===== config.mk =====
export PLATFORM = sky130hd
export DESIGN_NAME = bcd_counter_n
export DESIGN_NICKNAME = d
export VERILOG_FILES = /design/src/rtl/bcd_pkg.sv /design/src/rtl/bcd_digit.sv /design/src/rtl/bcd_counter_n.sv
export SDC_FILE = /design/constraint.sdc
export NUM_CORES = 1
export LEC_CHECK = 0
export BUFFER_PORTS_ARGS = -buffer_cell sky130_fd_sc_hd__buf_2
export CORE_MARGIN = 2
export CORE_UTILIZATION = 50
export DETAILED_ROUTE_END_ITERATION = 7
export HOLD_SLACK_MARGIN = 0.1
export PLACE_DENSITY = 0.77
export SLEW_MARGIN = 20
export SYNTH_ARGS = -nofsm -noshare
export SYNTH_HDL_FRONTEND = slang
export SYNTH_SLANG_ARGS = --single-unit

===== constraint.sdc =====
create_clock -name clk -period 1.8 [get_ports clk]
set_clock_uncertainty 0.05 [all_clocks]
set_input_delay 0.18 -clock clk [delete_from_list [all_inputs] [get_ports clk]]
set_output_delay 0.18 -clock clk [all_outputs]
set_load 0.05 [all_outputs]

===== src/rtl/bcd_pkg.sv =====
// Shared BCD digit type, digit limits and load clamp helper for the BCD counter.
package bcd_pkg;

    typedef logic [3:0] bcd_digit_t;

    localparam bcd_digit_t BCD_MAX = 4'd9;
    localparam bcd_digit_t BCD_MIN = 4'd0;

    function automatic bcd_digit_t bcd_clamp(input bcd_digit_t d);
        return (d > BCD_MAX) ? BCD_MAX : d;
    endfunction

endpackage


===== src/rtl/bcd_digit.sv =====
// One BCD digit register. It moves only when this is a step cycle and the
// carry/borrow chain reaches it; cout ripples on to the next digit.
import bcd_pkg::*;

module bcd_digit (
    input  logic       clk,
    input  logic       rst,
    input  logic       load,
    input  logic [3:0] load_d,
    input  logic       step,
    input  logic       up_dn,
    input  logic       cin,
    output logic [3:0] q,
    output logic       cout
);

    assign cout = cin & (up_dn ? (q == BCD_MAX) : (q == BCD_MIN));

    always_ff @(posedge clk) begin
        if (rst) begin
            q <= BCD_MIN;
        end else if (load) begin
            q <= bcd_clamp(load_d);
        end else if (step && cin) begin
            if (up_dn)
                q <= (q == BCD_MAX) ? BCD_MIN : q + 4'd1;
            else
                q <= (q == BCD_MIN) ? BCD_MAX : q - 4'd1;
        end
    end

endmodule


===== src/rtl/bcd_counter_n.sv =====
// Multi-digit BCD up/down counter with prescaler, load and wrap pulse.
// Define BCD_SATURATE_EN to hold at the terminal count instead of wrapping.
import bcd_pkg::*;

module bcd_counter_n #(
    parameter int NUM_DIGITS = 2,
    parameter int PRESCALE   = 1
) (
    input  logic                    clk,
    input  logic                    rst,
    input  logic                    en,
    input  logic                    up_dn,
    input  logic                    load,
    input  logic [4*NUM_DIGITS-1:0] load_val,
    output logic [4*NUM_DIGITS-1:0] count,
    output logic                    wrap
);

    localparam int PW = (PRESCALE > 1) ? $clog2(PRESCALE) : 1;
    localparam logic [PW-1:0] PRE_LAST = PW'(PRESCALE - 1);

    logic [PW-1:0]       pre;
    logic                step_raw;
    logic                step_dig;
    logic                terminal;
    logic [NUM_DIGITS:0] carry;

    assign step_raw = en & ~load & (pre == PRE_LAST);
    assign carry[0] = step_raw;
    assign terminal = carry[NUM_DIGITS];

    // The carry chain always sees the raw step so the terminal flag stays
    // valid even when the digits themselves are held back.
`ifdef BCD_SATURATE_EN
    assign step_dig = step_raw & ~terminal;
`else
    assign step_dig = step_raw;
`endif

    always_ff @(posedge clk) begin
        if (rst) begin
            pre  <= '0;
            wrap <= 1'b0;
        end else if (load) begin
            pre  <= '0;
            wrap <= 1'b0;
        end else begin
            wrap <= terminal;
            if (en)
                pre <= (pre == PRE_LAST) ? '0 : pre + 1'b1;
        end
    end

    for (genvar i = 0; i < NUM_DIGITS; i++) begin : g_digit
        bcd_digit u_digit (
            .clk    (clk),
            .rst    (rst),
            .load   (load),
            .load_d (load_val[4*i +: 4]),
            .step   (step_dig),
            .up_dn  (up_dn),
            .cin    (carry[i]),
            .q      (count[4*i +: 4]),
            .cout   (carry[i+1])
        );
    end

endmodule


==> results of run 1 <==
layout by cell type (no fill, tap or decap), types with 2 or more instances in the layout:
cell type / synthesis / final
o21a_1: 2 / 2
buf_2: 5 / 21
inv_1: 3 / 3
o21ai_0: 5 / 5
xnor2_1: 2 / 2
nand3_1: 5 / 5
nor3_2: 2 / 2
nand2_1: 5 / 5
nor2_1: 8 / 8
nand2b_1: 2 / 2
nor4_1: 4 / 4
xor2_1: 2 / 2
nor2b_1: 3 / 3
o22ai_1: 2 / 2
a2111oi_1: 2 / 2
clkbuf_4: 0 / 3
a21oi_1: 6 / 6
dfxtp_1: 9 / 7
and3_1: 2 / 2
mux2i_1: 2 / 2
nand3b_1: 2 / 2
nor3_1: 4 / 4
dfxtp_2: 0 / 2
cell type report:
class                      instances  area share, %
inverter                           3           1.32
sequential                         9           21.3
tap                               16           2.34
clock buffer                       4           3.07
timing repair buffer              22           13.2
multi-input combinational         76           58.8
routing by layer:
metal	GRT usage, %	wire (um)	up-vias	part of all wire, %
met4	10.6	0	0	0
met2	23.0	707	24	46
met5	0	0	-	0
met3	0	79	0	5.1
li1	-	-	395	-
met1	26.3	751	332	49
tightest hold or removal path, cell delays in order:
cell and delay [ps]:
buf_2 90, inv_1 40, a311oi_1 70
final timing paths:
| path | to | start | slack, ps | cells past startpoint |
|---|---|---|---|---|
| worst max-delay path | g_digit[0].u_digit.q[3] | g_digit[0].u_digit.q[1] | 250 | 5 |
| worst min-delay path | g_digit[0].u_digit.q[0] | load_val[0] | 130 | 3 |
| worst min register to register | wrap | g_digit[1].u_digit.q[2] | 630 | 3 |
| worst max register to register | g_digit[0].u_digit.q[3] | g_digit[0].u_digit.q[1] | 250 | 5 |
per-stage QoR:
stage          instance area [um2]  std cells  setup WS (ps)  hold slack [ps]
6_report                       856        130            246              127
5_1_grt                        856        130            110              139
4_1_cts                        856        130            254              117
3_5_place_dp                   830        126            232              393
3_3_place_gp                   830        126            280              389
2_1_floorplan                  759         99           17.4              270
cells by family after synthesis:
kind of cell	share of synthesized area [%]
and+or+nand+nor	33.6
AOI/OAI and AO/OA	25.6
buffers and inverters	9.75
DFF	23.8
xor gates and xnor gates	4.63
muxes	2.64
registers in the layout, summed over array words and instances (netlist names):
register and flops:
wrap 1, g_digit.u_digit.q 8
power groups by stage:
stage | combinational (mW) | clock [mW] | sequential (mW)
final | 0.198 | 0.152 | 0.249
after global placement | 0.195 | 0 | 0.252
after CTS | 0.199 | 0.158 | 0.249
after global routing | 0.216 | 0.165 | 0.253
after detailed placement | 0.198 | 0 | 0.253
after floorplan | 0.132 | 0 | 0.281
==> results.ini, run 1 <==
[critical_path]
cp.arrival_ps=1630
cp_max_fo=10
critical_path_required_ps=1880
crit_chain=and2_1 > o22ai_1 > a22o_1 > nor4b_1 > nor4_1
end_kind=flop
worst_path_dominant_cell_family=simple AND/OR/NAND/NOR gates
crit_type=flop to flop
start_kind=flop
crit_buf_inv=0
worst_path_max_delay_cell=dfxtp_1
crit_path_max_incr_delay_ps=510

[clock_network]
postCtsSetupBuffers=0
ctsResizeCount=0
h-tree-depth=1
clkSlewWorstSetupHoldPaths_ps=60
cts_buffers=3
cts.path.max_buffers=2
cts_tree=built
cts.sink_count=9
clock_latency_ps=250
clockRootBuffer=clkbuf_4
hold_buffers=0

[global_routing]
grt_pass1_wl_um=2450
grt_util_all_layers_pct=17.0
grt_pass1_vias=588
grt_max_degree=19
antenna_found_initial=0
gr-total-overflow=0

[timing]
rsz0062_at_grt=false
worst_pin_slew_ps=343
fin_crit_sh_pct=86.3
fmax_mhz=644
setup_viol=0
tns_ps=0
hold_viol_final=0
drv_slew=0
relSlewSlack_pct=76.8
period_minus_slack_ps=1550

[synth]
synth_top_area_share_pct=23.8
synth_area_leaders=dfxtp_1, a21oi_1, nor2_1
synth_enable_flop_cells=0
synth_cells=99
yosysSeqAreaShare_pct=23.8
synth_cell_types=40
syn_avg_cell_area_um2=7.65
yosys.area.top_type=dfxtp_1
yosysWarnings=0
synth_ff_type=dfxtp_1
async_flop_share_pct=0
yosys-top-cells-count=dfxtp_1, nor2_1, a21oi_1
syn-cell-area_um2=757
syn-num-nets=112
synth.most_common_cell=dfxtp_1
ys_seq_elements=9

[detailed_routing]
drt-vias-per-instance=5.78
ant_nets=0
firstDrtPassIters=4
drt_iter0_drc=18
vias=751
post-route-drc-count=0
wl_per_cell_um=11.8
drt_wl_total_um=1540

[floorplan]
io_pins=22
row_count=14
die_x_um=42.9
die_area_um2=1840
die_height_um=42.9
start_util_pct=52.1
core_area_um2=1450

[power]
p_comb_share_pct=33.1
ir_drop_uv=638
p_switching_mw=0.225
power_density_nw_per_um2=700
finalPower_mw=0.599
switching_share_pct=37.5
seq_power_share_pct=41.6
pwr-share-clk_pct=25.4
p_int_mw=0.374
leakage_nw=0.353

[placement]
io_buffers=21
gp_congestion=0.759
hpwl_um=1150

[worst_hold_path]
min_path_type=primary input to flop

[finish]
regArea_um2=183
n_fill_cell=146
num-nets-final=128
drive_gt1_share_pct=28.9
diodes=0
final_util_pct=58.9
syn_to_final_growth_pct=13.1
multiInputGateArea_um2=503

[flow_run]
drv_cap=0

[status]
status=complete, no violations

No activity file was read; power rests on OpenSTA's default activity.
==> run 2, diff against run 1 <==
Settings changed: ABC_AREA set to 1.
Clock period 1.8 ns to 1.7 ns, I/O delays scaled along.
==> results.ini, run 2 <==
[status]
status=complete, no violations  ; unchanged

[finish]
num-nets-final=161  ; was 128
reg_top3=g_digit.u_digit.q (8), wrap (1)  ; unchanged
largest_register_ffs=8  ; unchanged
mostFrequentLayoutCells=nand2_1, buf_2, inv_1, a21oi_1  ; was buf_2, nor2_1, dfxtp_1
syn_to_final_growth_pct=18.7  ; was 13.1%
largest-register=g_digit.u_digit.q  ; unchanged
final_common_cell=nand2_1  ; was buf_2
diodes=0  ; unchanged
drive_gt1_share_pct=31.3  ; was 28.9%

[clock_network]
clkSlewWorstSetupHoldPaths_ps=70  ; was 60 ps
clock_latency_ps=270  ; was 250 ps
cts.path.max_buffers=2  ; unchanged
postCtsSetupBuffers=0  ; unchanged
h-tree-depth=1  ; unchanged
cts.sink_count=9  ; unchanged
clockRootBuffer=clkbuf_4  ; unchanged
cts_buffers=3  ; unchanged
cts_tree=built  ; unchanged

[global_routing]
grt_pass1_vias=735  ; was 588
antenna_found_initial=0  ; unchanged
grt_util_all_layers_pct=21.8  ; was 17.0%
grt_max_degree=12  ; was 19
gr-total-overflow=0  ; unchanged
grt_pass1_wl_um=3090  ; was 2450 um

[placement]
io_buffers=21  ; unchanged
hpwl_um=1370  ; was 1150 um
gp_congestion=0.871  ; was 0.759
pre_cts_ws_ps=347  ; was 232 ps

[critical_path]
crit_path_max_incr_delay_ps=480  ; was 510 ps
critical_path_required_ps=1820  ; was 1880 ps
worst_path_max_delay_cell=dfxtp_1  ; unchanged
end_kind=flop  ; unchanged
crit_chain=inv_2 > nor2_2 > nand2_1 > nand2_2 > nand3_4 > nand2_4 > nand2_2 > a21oi_1 > nor2_1  ; was and2_1 > o22ai_1 > a22o_1 > nor4b_1 > nor4_1
crit_type=flop to flop  ; unchanged
cp_max_fo=7  ; was 10
cp.arrival_ps=1480  ; was 1630 ps
cpMostUsedCell=nand2_2
start_kind=flop  ; unchanged

[detailed_routing]
post-route-drc-count=0  ; unchanged
wl_per_cell_um=10.8  ; was 11.8 um
drt_wl_total_um=1770  ; was 1540 um
drt-vias-per-instance=5.23  ; was 5.78
firstDrtPassIters=6  ; was 4
vias=852  ; was 751
ant_nets=0  ; unchanged
drt_iter0_drc=13  ; was 18

[floorplan]
row_count=14  ; unchanged
die_area_um2=1850  ; was 1840 um2
die_x_um=43.0  ; was 42.9 um
core_area_um2=1470  ; was 1450 um2
io_pins=22  ; unchanged
die_height_um=43.0  ; was 42.9 um
start_util_pct=51.8  ; was 52.1%

[synth]
ys_seq_elements=9  ; unchanged
yosysSeqAreaShare_pct=23.6  ; was 23.8%
synth_enable_flop_cells=0  ; unchanged
synth_top_area_share_pct=23.6  ; was 23.8%
synth_ff_type=dfxtp_1  ; unchanged
yosysWarnings=0  ; unchanged
syn-num-nets=136  ; was 112
async_flop_share_pct=0  ; unchanged
synth_cell_types=25  ; was 40
syn-cell-area_um2=762  ; was 757 um2
syn_avg_cell_area_um2=6.19  ; was 7.65 um2
synth_cells=123  ; was 99
yosys-top-cells-count=nand2_1, a21oi_1, inv_1  ; was dfxtp_1, nor2_1, a21oi_1
yosys.area.top_type=dfxtp_1  ; unchanged
synth_area_leaders=dfxtp_1, nand2_1, a21oi_1  ; was dfxtp_1, a21oi_1, nor2_1
synth.most_common_cell=nand2_1  ; was dfxtp_1

[timing]
worst_pin_slew_ps=296  ; was 343 ps
fmax_mhz=733  ; was 644 MHz
relSlewSlack_pct=80.3  ; was 76.8%
tns_ps=0  ; unchanged
setup_viol=0  ; unchanged
setup_ws_ps=336  ; was 246 ps
hold_viol_final=0  ; unchanged
whs_ps=182  ; was 127 ps
drv_slew=0  ; unchanged
fin_crit_sh_pct=80.2  ; was 86.3%
rsz0062_at_grt=false  ; unchanged
period_minus_slack_ps=1360  ; was 1550 ps

[power]
power_density_nw_per_um2=757  ; was 700 nW/um2
leakage_nw=0.440  ; was 0.353 nW
ir_drop_uv=556  ; was 638 uV

[flow_run]
drv_cap=0  ; unchanged

[worst_hold_path]
min_path_type=primary input to flop  ; unchanged

## run 2: cell types whose count changed after synthesis, moves of 3 or more
cell / before / now
a21oi_1: 6 / 12
a31oi_1: 0 / 3
buf_2: 5 / 0
clkbuf_1: 3 / 0
inv_1: 3 / 12
inv_2: 0 / 7
nand2_1: 5 / 24
nand2_2: 0 / 5
nand3_1: 5 / 9
nor2_2: 1 / 4
nor2b_1: 3 / 0
nor3_1: 4 / 1
nor4_1: 4 / 1
o21ai_1: 1 / 7
## run 2: area by class of cell
class                   instances  area, um2
fillers                       145        567
inverters                      19       71.3
flip-flops and latches          9        180
well taps                      16       20.0
clock buffers                   4       26.3
repair buffers                 22        115
multi-input cells              93        492
## run 2: per-stage QoR
step           power, mW  cells  cell area, um2  utilization [%]
2_1_floorplan      0.455    123             762                -
3_3_place_gp       0.508    158             868             59.0
3_5_place_dp       0.513    158             868             59.0
4_1_cts            0.687    163             905             61.5
5_1_grt            0.728    163             905             61.5
6_report           0.684    163             905             61.5
## run 2: report_power, final
part | internal, mW | switching [mW]
logic | 0.0815 | 0.171
clock network | 0.0907 | 0.0807
registers | 0.227 | 0.0329
## run 2: worst paths after layout
| kind | end | start | slack [ps] | depth (start not counted) |
|---|---|---|---|---|
| max | g_digit[1].u_digit.q[1] | g_digit[0].u_digit.q[3] | 340 | 9 |
| min | g_digit[0].u_digit.q[0] | load_val[0] | 180 | 3 |
| max reg2reg | g_digit[1].u_digit.q[1] | g_digit[0].u_digit.q[3] | 340 | 9 |
| min reg2reg | g_digit[1].u_digit.q[2] | g_digit[1].u_digit.q[2] | 540 | 2 |
## run 2: logic make-up after synthesis
group / after synthesis / share of synthesized area [%]
AND/OR/NAND/NOR: 60 / 40.7
AO/OA/AOI/OAI: 32 / 22.7
buffers and inverters: 21 / 11.8
flip-flops: 9 / 23.6
XOR/XNOR: 1 / 1.15
## run 2: repair_timing
item,in CTS,in global routing
hold endpoints to repair,3,0
resized for setup,0,0
hold buffers,1,0
## run 2: critical path: cells and delay by family, from the launching register on
family | cells | cell delay [ps]
and+or+nand+nor | 7 | 550
AOI/OAI and AO/OA | 1 | 110
DFF | 1 | 480
buffers and inverters | 1 | 70
## run 2: per-layer routing
layer  vias up  GRT usage [%]  share of wire, %
li1        456              -                 -
met1       362           31.9                49
met2        30           31.2                43
met3         4           4.26               6.2
met4         0           8.48               1.5
met5         -              0                 0
==> run 3, diff against run 2 <==
Settings changed: CORE_UTILIZATION 50 to 45, PLACE_DENSITY 0.77 to 0.74.
Clock period 1.7 ns to 1.1 ns, I/O delays scaled along.
==> results.ini, run 3 (synthesis gave the netlist of run 2 again) <==
[critical_path]
crit_type=flop to flop  ; unchanged
critical_path_required_ps=1220  ; was 1820 ps
critPathLaunch=g_digit[0].u_digit.q[0]  ; was g_digit[0].u_digit.q[3]
crit_path_max_incr_delay_ps=370  ; was 480 ps
crit_buf_inv=0  ; was 1
cp_max_fo=7  ; unchanged
start_kind=flop  ; unchanged
cp.arrival_ps=1330  ; was 1480 ps
end_kind=flop  ; unchanged
worst_path_max_delay_cell=dfxtp_4  ; was dfxtp_1
crit_chain=nor2_4 > nand2_2 > nand2_2 > nand3_4 > nand2_4 > nand2_4 > a21oi_2 > nor2_1  ; was inv_2 > nor2_2 > nand2_1 > nand2_2 > nand3_4 > nand2_4 > nand2_2 > a21oi_1 > nor2_1
rr_startpoint=g_digit[0].u_digit.q[0]  ; was g_digit[0].u_digit.q[3]
worst_path_dominant_cell_family=simple AND/OR/NAND/NOR gates  ; unchanged

[detailed_routing]
wl_per_cell_um=11.9  ; was 10.8 um
firstDrtPassIters=4  ; was 6
drt-vias-per-instance=5.26  ; was 5.23
drt_iter0_drc=34  ; was 13
ant_nets=0  ; unchanged
drt_wl_total_um=2080  ; was 1770 um
vias=920  ; was 852
post-route-drc-count=0  ; unchanged

[timing]
hold_viol_final=0  ; unchanged
fmax_mhz=830  ; was 733 MHz
setup_ws_ps=-105  ; was 336 ps
drv_slew=0  ; unchanged
tns_ps=-574  ; was 0 ps
relSlewSlack_pct=83.7  ; was 80.3%
setup_viol=8  ; was 0
fin_crit_sh_pct=110  ; was 80.2%
period_minus_slack_ps=1210  ; was 1360 ps
rsz0062_at_grt=true  ; was false
worst_pin_slew_ps=246  ; was 296 ps

[clock_network]
cts_tree=built  ; unchanged
clockRootBuffer=clkbuf_4  ; unchanged
cts.path.max_buffers=2  ; unchanged
clock_latency_ps=280  ; was 270 ps
h-tree-depth=1  ; unchanged
cts.sink_count=9  ; unchanged
cts_buffers=3  ; unchanged
clkSlewWorstSetupHoldPaths_ps=70  ; about the same

[global_routing]
grt_max_degree=12  ; unchanged
grt_util_all_layers_pct=22.3  ; was 21.8%
antenna_found_initial=0  ; unchanged
grt_pass1_wl_um=3310  ; was 3090 um
grt_pass1_vias=798  ; was 735
gr-total-overflow=0  ; unchanged

[flow_run]
drv_cap=0  ; unchanged

[placement]
io_buffers=21  ; unchanged
hpwl_um=1460  ; was 1370 um
postPlaceCellArea_um2=976  ; was 868 um2
dp_cells=168  ; was 158
pre_cts_ws_ps=-105  ; was 347 ps
gp_congestion=0.853  ; was 0.871

[finish]
n_fill_cell=118  ; was 145
largest-register=g_digit.u_digit.q  ; unchanged
fin_cells=175  ; was 163
mostFrequentLayoutCells=nand2_1, buf_2, inv_1, a21oi_1, buf_4  ; was nand2_1, buf_2, inv_1, a21oi_1
drive_gt1_share_pct=46.5  ; was 31.3%
reg_top3=g_digit.u_digit.q (8), wrap (1)  ; unchanged
syn_to_final_growth_pct=46.6  ; was 18.7%
diodes=0  ; unchanged
stdcell_area_um2=1120  ; was 905 um2
final_common_cell=nand2_1  ; unchanged
num-nets-final=173  ; was 161
largest_register_ffs=8  ; unchanged

[status]
status=finished, violations left  ; was complete, no violations
violations=negative setup slack

[floorplan]
die_x_um=45.2  ; was 43.0 um
io_pins=22  ; unchanged
core_area_um2=1540  ; was 1470 um2
die_area_um2=2040  ; was 1850 um2
row_count=14  ; unchanged
start_util_pct=49.4  ; was 51.8%
die_height_um=45.2  ; was 43.0 um

[power]
power_density_nw_per_um2=1060  ; was 757 nW/um2
ir_drop_uv=821  ; was 556 uV
leakage_nw=0.525  ; was 0.440 nW

[worst_hold_path]
min_path_type=primary input to flop  ; unchanged
hp-start=load_val[0]  ; unchanged

-- run 3: cell type report --
cell class	count	area [um2]	share of cell area [%]
well taps	16	20.0	1.79
flip-flops and latches	9	210	18.8
repair buffers	34	254	22.7
clock buffers	4	26.3	2.35
multi-input cells	93	536	47.9
inverters	19	71.3	6.38
-- run 3: layer usage --
metal | up-vias | wire length, um | global-route usage [%]
met4 | 0 | 45 | 10.0
met1 | 406 | 1020 | 29.4
met3 | 6 | 98 | 4.00
li1 | 476 | - | -
met5 | - | 0 | 0
met2 | 32 | 908 | 35.1
-- run 3: power by group --
group	switching [mW]	total [mW]	internal [mW]
combinational	0.311	0.518	0.207
clock	0.132	0.272	0.140
sequential	0.0465	0.397	0.351
total	0.489	1.19	0.698
-- run 3: stage by stage --
step | util [%] | hold slack [ps] | total power, mW
after floorplan | - | 113 | 0.706
after global placement | 63.3 | 264 | 0.830
after detailed placement | 63.3 | 265 | 0.837
after CTS | 69.9 | 114 | 1.15
after global routing | 72.5 | 134 | 1.25
final | 72.5 | 114 | 1.19
-- run 3: final timing paths --
kind | endpoint | slack (ps) | cells past startpoint
max | g_digit[1].u_digit.q[1] | -110 | 8
min | g_digit[0].u_digit.q[0] | 110 | 3
max reg2reg | g_digit[1].u_digit.q[1] | -110 | 8
min reg2reg | g_digit[1].u_digit.q[3] | 510 | 2
-- run 3: timing repair --
action                                  CTS  global route
resized for setup                        14             9
hold buffers                              1             0
buffers inserted                          2             0
endpoints found under the setup margin   12            11
endpoints found under the hold margin     3             0
pin swaps                                 5             3
-- run 3: worst reg2reg max path: stages, from the launching register on --
cell and delay [ps]:
dfxtp_4 370, nor2_4 150, nand2_2 80, nand2_2 90
nand3_4 80, nand2_4 110, nand2_4 50, a21oi_2 100
nor2_1 50
